File: src/rtl/i2c_pkg.sv
// Shared I2C definitions: SCL generator state encoding and default sizing
// parameters, reused by the SCL generator and the byte engine.
package i2c_pkg;

  localparam int unsigned DIV_W_DEFAULT       = 16;
  localparam int unsigned STRETCH_MAX_DEFAULT = 1000;

  typedef enum logic [2:0] {
    SCL_IDLE  = 3'd0,
    SCL_LOW1  = 3'd1,
    SCL_LOW2  = 3'd2,
    SCL_SYNC  = 3'd3,
    SCL_HIGH1 = 3'd4,
    SCL_HIGH2 = 3'd5
  } scl_state_e;

endpackage

File: src/rtl/i2c_sync2.sv
// Two-flop synchroniser for the sensed SCL bus level.
// Ports:
//   clk, reset : clock, asynchronous active-high reset (flops reset to 1,
//                the idle level of an open-drain bus)
//   d_i        : asynchronous input
//   q_o        : synchronised output
module i2c_sync2 (
  input  logic clk,
  input  logic reset,
  input  logic d_i,
  output logic q_o
);

  logic meta_q;
  logic sync_q;

  always_ff @(posedge clk or posedge reset) begin
    if (reset) begin
      meta_q <= 1'b1;
      sync_q <= 1'b1;
    end else begin
      meta_q <= d_i;
      sync_q <= meta_q;
    end
  end

  assign q_o = sync_q;

endmodule

File: src/rtl/i2c_sclgen.sv
// I2C SCL generator: produces a continuous SCL clock split into four
// quarter phases of div_q+1 cycles each, waits for the bus to actually go
// high after release (slave clock stretching) with a timeout, and emits
// timing strobes for the byte engine.
// Ports:
//   clk, reset : clock, asynchronous active-high reset
//   en         : request continuous SCL generation
//   div        : quarter-period length minus one (latched at period start)
//   scl_in     : sensed SCL bus level (asynchronous)
//   scl_o      : 1 = release SCL, 0 = drive SCL low
//   t_data     : pulse at mid-low (SDA may change)
//   t_sample   : pulse at mid-high (SDA sampled)
//   t_end      : pulse when an SCL period completes
//   busy       : high whenever not idle
//   stretch_to : pulse on stretch timeout
module i2c_sclgen
  import i2c_pkg::*;
#(
  parameter int unsigned DIV_W       = DIV_W_DEFAULT,
  parameter int unsigned STRETCH_MAX = STRETCH_MAX_DEFAULT
) (
  input  logic             clk,
  input  logic             reset,
  input  logic             en,
  input  logic [DIV_W-1:0] div,
  input  logic             scl_in,
  output logic             scl_o,
  output logic             t_data,
  output logic             t_sample,
  output logic             t_end,
  output logic             busy,
  output logic             stretch_to
);

  localparam int unsigned    ST_W     = $clog2(STRETCH_MAX + 1);
  localparam logic [ST_W-1:0] ST_LIMIT = ST_W'(STRETCH_MAX);

  scl_state_e       state_q, state_d;
  logic [DIV_W-1:0] cnt_q, cnt_d;
  logic [DIV_W-1:0] div_q, div_d;
  logic [ST_W-1:0]  st_q, st_d;
  logic             scl_q, scl_d;
  logic             tdata_q, tdata_d;
  logic             tsample_q, tsample_d;
  logic             tend_q, tend_d;
  logic             busy_q, busy_d;
  logic             sto_q, sto_d;
  logic             scl_sync;

  i2c_sync2 u_sync (
    .clk   (clk),
    .reset (reset),
    .d_i   (scl_in),
    .q_o   (scl_sync)
  );

  always_ff @(posedge clk or posedge reset) begin
    if (reset) begin
      state_q   <= SCL_IDLE;
      cnt_q     <= '0;
      div_q     <= '0;
      st_q      <= '0;
      scl_q     <= 1'b1;
      tdata_q   <= 1'b0;
      tsample_q <= 1'b0;
      tend_q    <= 1'b0;
      busy_q    <= 1'b0;
      sto_q     <= 1'b0;
    end else begin
      state_q   <= state_d;
      cnt_q     <= cnt_d;
      div_q     <= div_d;
      st_q      <= st_d;
      scl_q     <= scl_d;
      tdata_q   <= tdata_d;
      tsample_q <= tsample_d;
      tend_q    <= tend_d;
      busy_q    <= busy_d;
      sto_q     <= sto_d;
    end
  end

  always_comb begin
    state_d   = state_q;
    cnt_d     = cnt_q;
    div_d     = div_q;
    st_d      = st_q;
    scl_d     = scl_q;
    tdata_d   = 1'b0;
    tsample_d = 1'b0;
    tend_d    = 1'b0;
    sto_d     = 1'b0;

    case (state_q)
      SCL_IDLE: begin
        scl_d = 1'b1;
        if (en) begin
          state_d = SCL_LOW1;
          scl_d   = 1'b0;
          div_d   = div;
          cnt_d   = div;
        end
      end
      SCL_LOW1: begin
        if (cnt_q == '0) begin
          state_d = SCL_LOW2;
          cnt_d   = div_q;
          tdata_d = 1'b1;
        end else begin
          cnt_d = cnt_q - DIV_W'(1);
        end
      end
      SCL_LOW2: begin
        if (cnt_q == '0) begin
          state_d = SCL_SYNC;
          scl_d   = 1'b1;
          st_d    = '0;
        end else begin
          cnt_d = cnt_q - DIV_W'(1);
        end
      end
      SCL_SYNC: begin
        // A released line seen high wins over a timeout in the same cycle.
        if (scl_sync) begin
          state_d = SCL_HIGH1;
          cnt_d   = div_q;
        end else if (st_q == ST_LIMIT) begin
          state_d = SCL_IDLE;
          scl_d   = 1'b1;
          sto_d   = 1'b1;
        end else begin
          st_d = st_q + ST_W'(1);
        end
      end
      SCL_HIGH1: begin
        if (cnt_q == '0) begin
          state_d   = SCL_HIGH2;
          cnt_d     = div_q;
          tsample_d = 1'b1;
        end else begin
          cnt_d = cnt_q - DIV_W'(1);
        end
      end
      SCL_HIGH2: begin
        if (cnt_q == '0) begin
          tend_d = 1'b1;
          if (en) begin
            state_d = SCL_LOW1;
            scl_d   = 1'b0;
            div_d   = div;
            cnt_d   = div;
          end else begin
            state_d = SCL_IDLE;
            scl_d   = 1'b1;
          end
        end else begin
          cnt_d = cnt_q - DIV_W'(1);
        end
      end
      default: begin
        state_d = SCL_IDLE;
        scl_d   = 1'b1;
      end
    endcase

    // busy is registered from the next state so it tracks state_q exactly.
    busy_d = (state_d != SCL_IDLE);
  end

  assign scl_o      = scl_q;
  assign t_data     = tdata_q;
  assign t_sample   = tsample_q;
  assign t_end      = tend_q;
  assign busy       = busy_q;
  assign stretch_to = sto_q;

endmodule

File: config.mk
export PLATFORM = sky130hd
export DESIGN_NAME = i2c_sclgen
export DESIGN_NICKNAME = d
export VERILOG_FILES = /design/src/rtl/i2c_pkg.sv /design/src/rtl/i2c_sync2.sv /design/src/rtl/i2c_sclgen.sv
export SDC_FILE = /design/constraint.sdc
export NUM_CORES = 1
export LEC_CHECK = 0
export ABC_AREA = 1
export BUFFER_PORTS_ARGS = -buffer_cell sky130_fd_sc_hd__clkbuf_2
export CAP_MARGIN = 20
export CORE_MARGIN = 2
export CORE_UTILIZATION = 55
export CTS_CLUSTER_DIAMETER = 60
export DETAILED_ROUTE_END_ITERATION = 10
export GPL_ROUTABILITY_DRIVEN = 0
export PLACE_DENSITY = 0.8
export SYNTH_ARGS = -nofsm -noshare
export SYNTH_HDL_FRONTEND = slang
export SYNTH_HIERARCHICAL = 1
export SYNTH_SLANG_ARGS = --single-unit
export TNS_END_PERCENT = 10
File: constraint.sdc
create_clock -name clk -period 4 [get_ports clk]
set_input_delay 0.6 -clock clk [delete_from_list [all_inputs] [get_ports clk]]
set_output_delay 0.6 -clock clk [all_outputs]
set_load 0.02 [all_outputs]
==> results of run 1 <==
[power by group through the flow]
stage	Clock (uW)	Sequential, uW	Combinational [uW]
after global routing	335	553	60.7
final	310	551	53.9
after detailed placement	0	562	50.9
after global placement	0	561	50.3
after floorplan	0	560	29.7
after CTS	317	551	51.5
[per-layer routing]
| metal | part of all wire (%) | vias to the layer above | wire (um) |
|---|---|---|---|
| li1 | - | 1665 | - |
| met1 | 46 | 1565 | 3969 |
| met2 | 45 | 134 | 3869 |
| met3 | 6.6 | 16 | 567 |
| met4 | 1.6 | 0 | 136 |
| met5 | 0 | - | 0 |
[critical path: cells and delay by family, from the launching register on]
kind                     cells  cell delay [ns]
AND/OR/NAND/NOR              6             1.40
flip-flops                   1             0.41
buffers and inverters        1             0.12
adder cells (fa/ha/maj)      1             0.29
AO/OA/AOI/OAI                1             0.17
[cell usage in the layout, fill, tap and decap left out, drive strengths merged]
cell	n
dfstp	3
o21ai	22
nand3b	1
a21oi	7
ha	3
nand3	61
dfrtp	50
and3	2
xor2	8
and2	1
o22ai	1
clkinv	3
clkbuf	30
nand2	181
clkinvlp	1
o21a	6
nor2	72
inv	54
nor3	5
buf	2
a22oi	3
o31ai	1
or2	6
nand4	12
xnor2	2
[final timing paths]
path | startpoint | end | slack [ns] | depth (start not counted)
setup / recovery | cnt_q[0] | div_q[0] | 1.47 | 9
hold / removal | reset | u_sync/meta_q | 0.30 | 2
setup reg to reg | cnt_q[0] | div_q[0] | 1.47 | 9
hold reg to reg | u_sync/meta_q | u_sync/q_o | 0.36 | 0
max in group asynchronous | reset | div_q[14] | 3.15 | 3
min in group clk | u_sync/meta_q | u_sync/q_o | 0.36 | 0
[state kept, by name, indices dropped and copies added, names as in the netlist]
| register | flops |
|---|---|
| t_data | 1 |
| stretch_to | 1 |
| div_q | 16 |
| u_sync/q_o | 1 |
| cnt_q | 16 |
| st_q | 10 |
| t_sample | 1 |
| scl_o | 1 |
| state_q | 3 |
| t_end | 1 |
| busy | 1 |
| u_sync/meta_q | 1 |
[through the flow]
stage                     hold slack, ns  cell area [um2]  std cells  worst slack [ns]
after floorplan                   0.3452             3436        516             2.172
after global placement            0.3469             3585        603             1.479
after detailed placement          0.3482             3585        603             1.384
after CTS                         0.2909             3671        611             1.467
after global routing              0.2985             3691        612             1.178
final                             0.2974             3691        612             1.471
[logic make-up after synthesis]
family	synth area share, %
simple gates	42.68
xor+xnor	2.549
fa+ha+maj	1.093
buf+inv	8.266
compound gates	6.701
flops	38.71
[cells in the mapped netlist]
cell type    n  area [um2]
ha_1         3       37.54
inv_1       53       198.9
nand3_2      2       20.02
a22oi_1      3       22.52
buf_6        2       22.52
o31ai_1      1       7.510
o21ai_0     21       105.1
o21ai_2      1       8.760
xnor2_1      2       17.52
nor3_1       5       25.02
a21oi_1      7       35.03
buf_4        2       15.01
inv_2        1       3.750
or2_2        6       37.54
nand2_1    181       679.4
nor2_1      67       251.5
nand3_4      1       17.52
o21a_1       6       45.04
o22ai_1      1       6.260
nor2_2       3       18.77
buf_1        1       3.750
dfstp_2      3       78.83
nor2_4       2       22.52
and3_1       2       12.51
clkbuf_1     7       26.28
buf_2        2       10.01
and2_4       1       8.760
xor2_1       8       70.07
nand4_1     12       75.07
nand3b_1     1       7.510
clkinv_1     1       3.750
dfrtp_1     50        1251
nand3_1     58       290.3
[final cells by class]
type | instances | share of cell area (%)
multi-input cells | 394 | 49.36
flip-flops and latches | 53 | 36.03
inverters | 55 | 5.593
repair buffers | 27 | 4.136
well taps | 75 | 2.542
clock buffers | 5 | 1.864
clock inverters | 3 | 0.4746
==> metrics.md, run 1 <==
| Metric | Value |
|---|---|
| Status | `complete, no violations` |
| Global routing's busiest layer | `met2` |
| Pre-antenna DRT Iters | `5` |
| Synthesized flop and latch total | `between 50 and 60` |
| Combinational share of power | `under 10%` |
| Layout area overhead | `7.429%` |
| Remaining DRCs | `0` |
| Input/output buffers | `25` |
| Hold_buf cts | `0` |
| Max-slew headroom | `49.68%` |
| Number of global-route vias before repair | `approximately 3,100` |
| Critical Path RT | `between 4 and 5 ns` |
| Final hold violations | `0` |
| Sequential cell area fraction in the yosys report | `roughly two fifths` |
| Hold Crit Class | `in2async` |
| Met1 GRT Util | `about two fifths` |
| Antenna diodes | `0` |
| Maxcap violations | `0` |
| Fmax | `between 300 and 400 MHz` |
| Total Wirelength | `~8500 um` |
| TritonCTS Buffers | `5` |
| Cells after Synth | `516` |
| Slowest CP cell | `nand2_1` |
| Setup_tns | `0 ns` |
| Std cell rows | `28` |
| Skew-Pair Late Insertion Delay | `roughly 0.31 ns` |
| DRT antenna net count | `0` |
| Num ports | `26` |
| Reg clk slew, reported paths | `around 0.10 ns` |
| P_int | `686.3 uW` |
| Hpwl dp | `around 6100 um` |
| Largest net degree at the start of global routing | `52` |
| Total die area | `~0.007 mm2` |
| Final Max Tran Viols | `0` |
| Maximum VDD drop | `161.6 uV` |
| Post-synth cell types | `33` |
| Vias per cell | `~5.5` |
| PwrDens | `around 250 mW/mm2` |
| Die height | `a little over 80 um` |
| Core box area | `0.005991 mm2` |
| Setup CP Type | `reg2reg` |
| Switching portion of total power | `roughly a quarter` |
| Critical Path Start Type | `flop` |
| RSZ-0062 raised after global routing | `false` |
| DRT iter0 DRCs | `approximately 250` |
| Clk_skew | `roughly 0.0077 ns` |
| Final period utilization | `~63%` |
| Final design utilization | `between 60% and 70%` |
| Worst Path Max Fanout | `22` |
| CTS H-tree lvls | `2` |
| Met3 Use GR | `3.479%` |
| CP Cell Sequence | `inv_1, ha_1, nand2_1, nor2_1, nand3_1, nor2_2, nand2_1, nand2_1, o21ai_0` |
| First-pass GRT wire length | `~15,000 um` |
| Initial antenna violation count | `0` |
| # Post-CTS Setup Buffers | `0` |
| CP max stage delay | `~0.60 ns` |
| Syn Std Cell Area | `0.003436 mm2` |
| Via count | `around 3,400` |
| Crit path top cell by count | `nand2_1` |
| Slew @ Worst Pin | `between 0.7 and 0.8 ns` |
| Net switching power | `229.0 uW` |
| Leak | `roughly 0.0019 uW` |
| Multi-input logic area | `0.001822 mm2` |
| Worst setup EP type | `flop` |
| GR Util met2 | `around two fifths` |
| Endpoints failing setup | `0` |
| Worst EP arrival | `2.70 ns` |
| CTS tree | `built` |
| Fraction of layout cells with a size suffix above 1 | `a little over a tenth` |
| Post-layout min period | `around 2.5 ns` |
| Nets | `~560` |
| Die width | `83.04 um` |
| Seq pwr share | `between 60% and 70%` |
| Fillcell total | `approximately 540` |
| Wirelength per Cell | `13.96 um` |
| Root buffer cell | `clkbuf_8` |
| Mapped Nets | `around 540` |
| Yosys warns | `6` |
| Tot GR Track Use | `25.92%` |
| Synthesized area per cell | `6.659 um2` |
| Overflow after GRT | `0` |
| Initial Utilization | `a little under three fifths` |
| Post-CTS sizing | `0` |
| Register Area | `around 0.0013 mm2` |
| Total power | `between 900 and 1000 uW` |
| Bufs on Longest Clock Path | `2` |
| Clock network fraction of total power | `about a third` |
| TritonCTS Sinks | `53` |
Note: power is estimated with default switching activity, not from simulation.
==> inputs of run 2 (changes only) <==
--- a/config.mk
+++ b/config.mk
@@ -13,7 +13,7 @@
 export CTS_CLUSTER_DIAMETER = 60
 export DETAILED_ROUTE_END_ITERATION = 10
 export GPL_ROUTABILITY_DRIVEN = 0
-export PLACE_DENSITY = 0.8
+export PLACE_DENSITY = 0.83
 export SYNTH_ARGS = -nofsm -noshare
 export SYNTH_HDL_FRONTEND = slang
 export SYNTH_HIERARCHICAL = 1
==> constraint.sdc (replaced) <==
create_clock -name clk -period 2 [get_ports clk]
set_input_delay 0.3 -clock clk [delete_from_list [all_inputs] [get_ports clk]]
set_output_delay 0.3 -clock clk [all_outputs]
set_load 0.02 [all_outputs]
==> run 2 against run 1 <==
- die area did not move
- cell count rose by 1.8%
- clock skew rose by 0.0078 ns
- wire length rose by 3.1%
- sequential share of layout area fell by 1.2 points
- fmax rose by 36%
- critical path depth did not move
- global-route usage rose by 0.78 points
- non-clock buffer count rose by 12
- first-iteration DRC count rose by 26%
- sequential power rose by 100%
- clock-buffer cell count rose by 2
==> metrics.md, run 2 (synthesis gave the netlist of run 1 again) <==
| Metric | Value |
|---|---|
| Status | `complete, no violations` |
| Critical Path Start Type | `flop` |
| First-pass GRT wire length | `15,240 um (+3.4%)` |
| CP Buf/Inv Count | `2 (+1)` |
| Worst setup EP type | `flop` |
| Vias per cell | `5.616 (+1.7%)` |
| Die height | `83.04 um (unchanged)` |
| Largest net degree at the start of global routing | `29 (-44%)` |
| Slew @ Worst Pin | `0.5617 ns (-0.1903 ns)` |
| Initial antenna violation count | `0 (unchanged)` |
| Total die area | `0.006895 mm2 (unchanged)` |
| TritonCTS Buffers | `5 (unchanged)` |
| Root buffer cell | `clkbuf_8` |
| Top Registers | `cnt_q: 16 flops, div_q: 16 flops, st_q: 10 flops` |
| Total Wirelength | `8806 um (+3.1%)` |
| Worst EP arrival | `2.10 ns (-0.60 ns)` |
| Max-slew headroom | `62.50% (+13 points)` |
| CTS H-tree lvls | `2 (unchanged)` |
| Pre-antenna DRT Iters | `6 (+1)` |
| Skew-Pair Late Insertion Delay | `0.31 ns (about the same)` |
| Slowest CP cell | `dfrtp_1` |
| Most frequent cells in the layout | `180 x nand2_1, 66 x nor2_1, 57 x nand3_1, 51 x inv_1, 50 x dfrtp_1` |
| Total power | `1836 uW (+100%)` |
| Via count | `3,499 (+3.5%)` |
| Reg clk slew, reported paths | `0.10 ns (about the same)` |
| Switching portion of total power | `23.39% (-1.6 points)` |
| Setup CP Type | `reg2reg` |
| PwrDens | `480.2 mW/mm2 (+94%)` |
| P_int | `1407 uW (+100%)` |
| Hpwl dp | `6235 um (+2.2%)` |
| Clock network fraction of total power | `34.1% (+0.2 points)` |
| Initial Utilization | `57.35% (unchanged)` |
| DRT antenna net count | `0 (unchanged)` |
| Critical Path RT | `2.25 ns (-1.92 ns)` |
| Core box area | `0.005991 mm2 (unchanged)` |
| Worst Path Max Fanout | `27 (+23%)` |
| CTS tree | `built` |
| Top delay family on crit path | `simple AND/OR/NAND/NOR gates` |
| CP Cell Sequence | `inv_1, ha_4, nand3_2, nor2_4, nand3_4, and2_4, inv_1, nand2_1, nand2_1` |
| Overflow after GRT | `0 (unchanged)` |
| Remaining DRCs | `0 (unchanged)` |
| Fmax | `538.9 MHz (+36%)` |
| Maxcap violations | `0 (unchanged)` |
| Combinational share of power | `5.8% (about the same)` |
| Die width | `83.04 um (unchanged)` |
| Wirelength per Cell | `14.13 um (+1.3%)` |
| Antenna diodes | `0 (unchanged)` |
| Maximum VDD drop | `280.8 uV (+74%)` |
| Input/output buffers | `25 (unchanged)` |
| Dpl cells | `616 (+2.2%)` |
| Clk_skew | `0.01542 ns (+0.007753 ns)` |
| Post-layout min period | `1.856 ns (-0.6738 ns)` |
| TritonCTS Sinks | `53 (unchanged)` |
| Hold Crit Class | `in2async` |
| RSZ-0062 raised after global routing | `false` |
| Endpoints failing setup | `0 (unchanged)` |
| Tot GR Track Use | `26.70% (+0.78 points)` |
| Layout Cells excl Fill | `623 (+1.8%)` |
| Seq pwr share | `60.1% (-0.2 points)` |
| Final period utilization | `92.78% (+30 points)` |
| Bufs on Longest Clock Path | `2 (unchanged)` |
| Leak | `0.001967 uW (+3.5%)` |
| CP max stage delay | `0.41 ns (-0.19 ns)` |
| Hold_buf cts | `0 (unchanged)` |
| Final hold violations | `0 (unchanged)` |
| Final Max Tran Viols | `0 (unchanged)` |
| Setup_tns | `0 ns (unchanged)` |
| Commonest non-fill, non-tap cell in the layout | `nand2_1` |
| DRT iter0 DRCs | `310 (+26%)` |
| Net switching power | `429.5 uW (+88%)` |
| Num ports | `26 (unchanged)` |
| Nets | `571 (+2.1%)` |
| Fraction of layout cells with a size suffix above 1 | `12.96% (+2.5 points)` |
| # Post-CTS Setup Buffers | `0 (unchanged)` |
| Layout area overhead | `11.29%` |
| Std cell rows | `28 (unchanged)` |
| Number of global-route vias before repair | `3,396 (+8.9%)` |
| Post-CTS sizing | `1 (+1)` |
-- run 2: cell type report --
cell class / count / area (um2)
repair buffers: 39 / 255.2
multi-input cells: 394 / 1852
clock buffers: 7 / 86.33
well taps: 75 / 93.84
inverters: 55 / 206.4
flip-flops and latches: 53 / 1330
fillers: 528 / 2167
-- run 2: power groups by stage --
stage	clock network (uW)	logic (uW)	registers [uW]
finish	627	106	1100
CTS	633	107	1100
global placement	0	104	1120
detailed placement	0	106	1120
global route	675	123	1110
floorplan	0	59.4	1120
-- run 2: final timing paths --
| path | to | start | cells after the start | slack [ns] |
|---|---|---|---|---|
| max reg2reg | cnt_q[2] | cnt_q[1] | 9 | 0.14 |
| min | u_sync/meta_q | reset | 2 | 0.009 |
| max in group asynchronous | state_q[2] | reset | 3 | 1.43 |
| min reg2reg | u_sync/q_o | u_sync/meta_q | 0 | 0.37 |
| max | cnt_q[2] | cnt_q[1] | 9 | 0.14 |
| min in group clk | u_sync/meta_q | scl_in | 1 | 0.07 |
-- run 2: per-stage QoR --
stage	instance area (um2)	setup slack [ns]	utilization, %	hold WS (ns)
2_1_floorplan	3436	0.2343	-	0.2115
6_report	3824	0.1444	63.83	0.009220
3_5_place_dp	3707	-0.04807	61.88	0.3391
5_1_grt	3824	0.004288	63.83	0.02056
4_1_cts	3796	0.01764	63.37	0.004240
3_3_place_gp	3707	0.1029	61.88	0.3263
-- run 2: worst reg2reg max path: stages (launching register included) --
cell and delay (ns):
dfrtp_1 0.41, inv_1 0.12, ha_4 0.18, nand3_2 0.13, nor2_4 0.21, nand3_4 0.12, and2_4 0.26, inv_1 0.21
nand2_1 0.08, nand2_1 0.08
-- run 2: layer usage --
metal | track usage, % | wire length [um]
met3 | 5.268 | 638
met2 | 43.26 | 4174
met4 | 12.07 | 218
met5 | 0 | 0
met1 | 34.62 | 3774
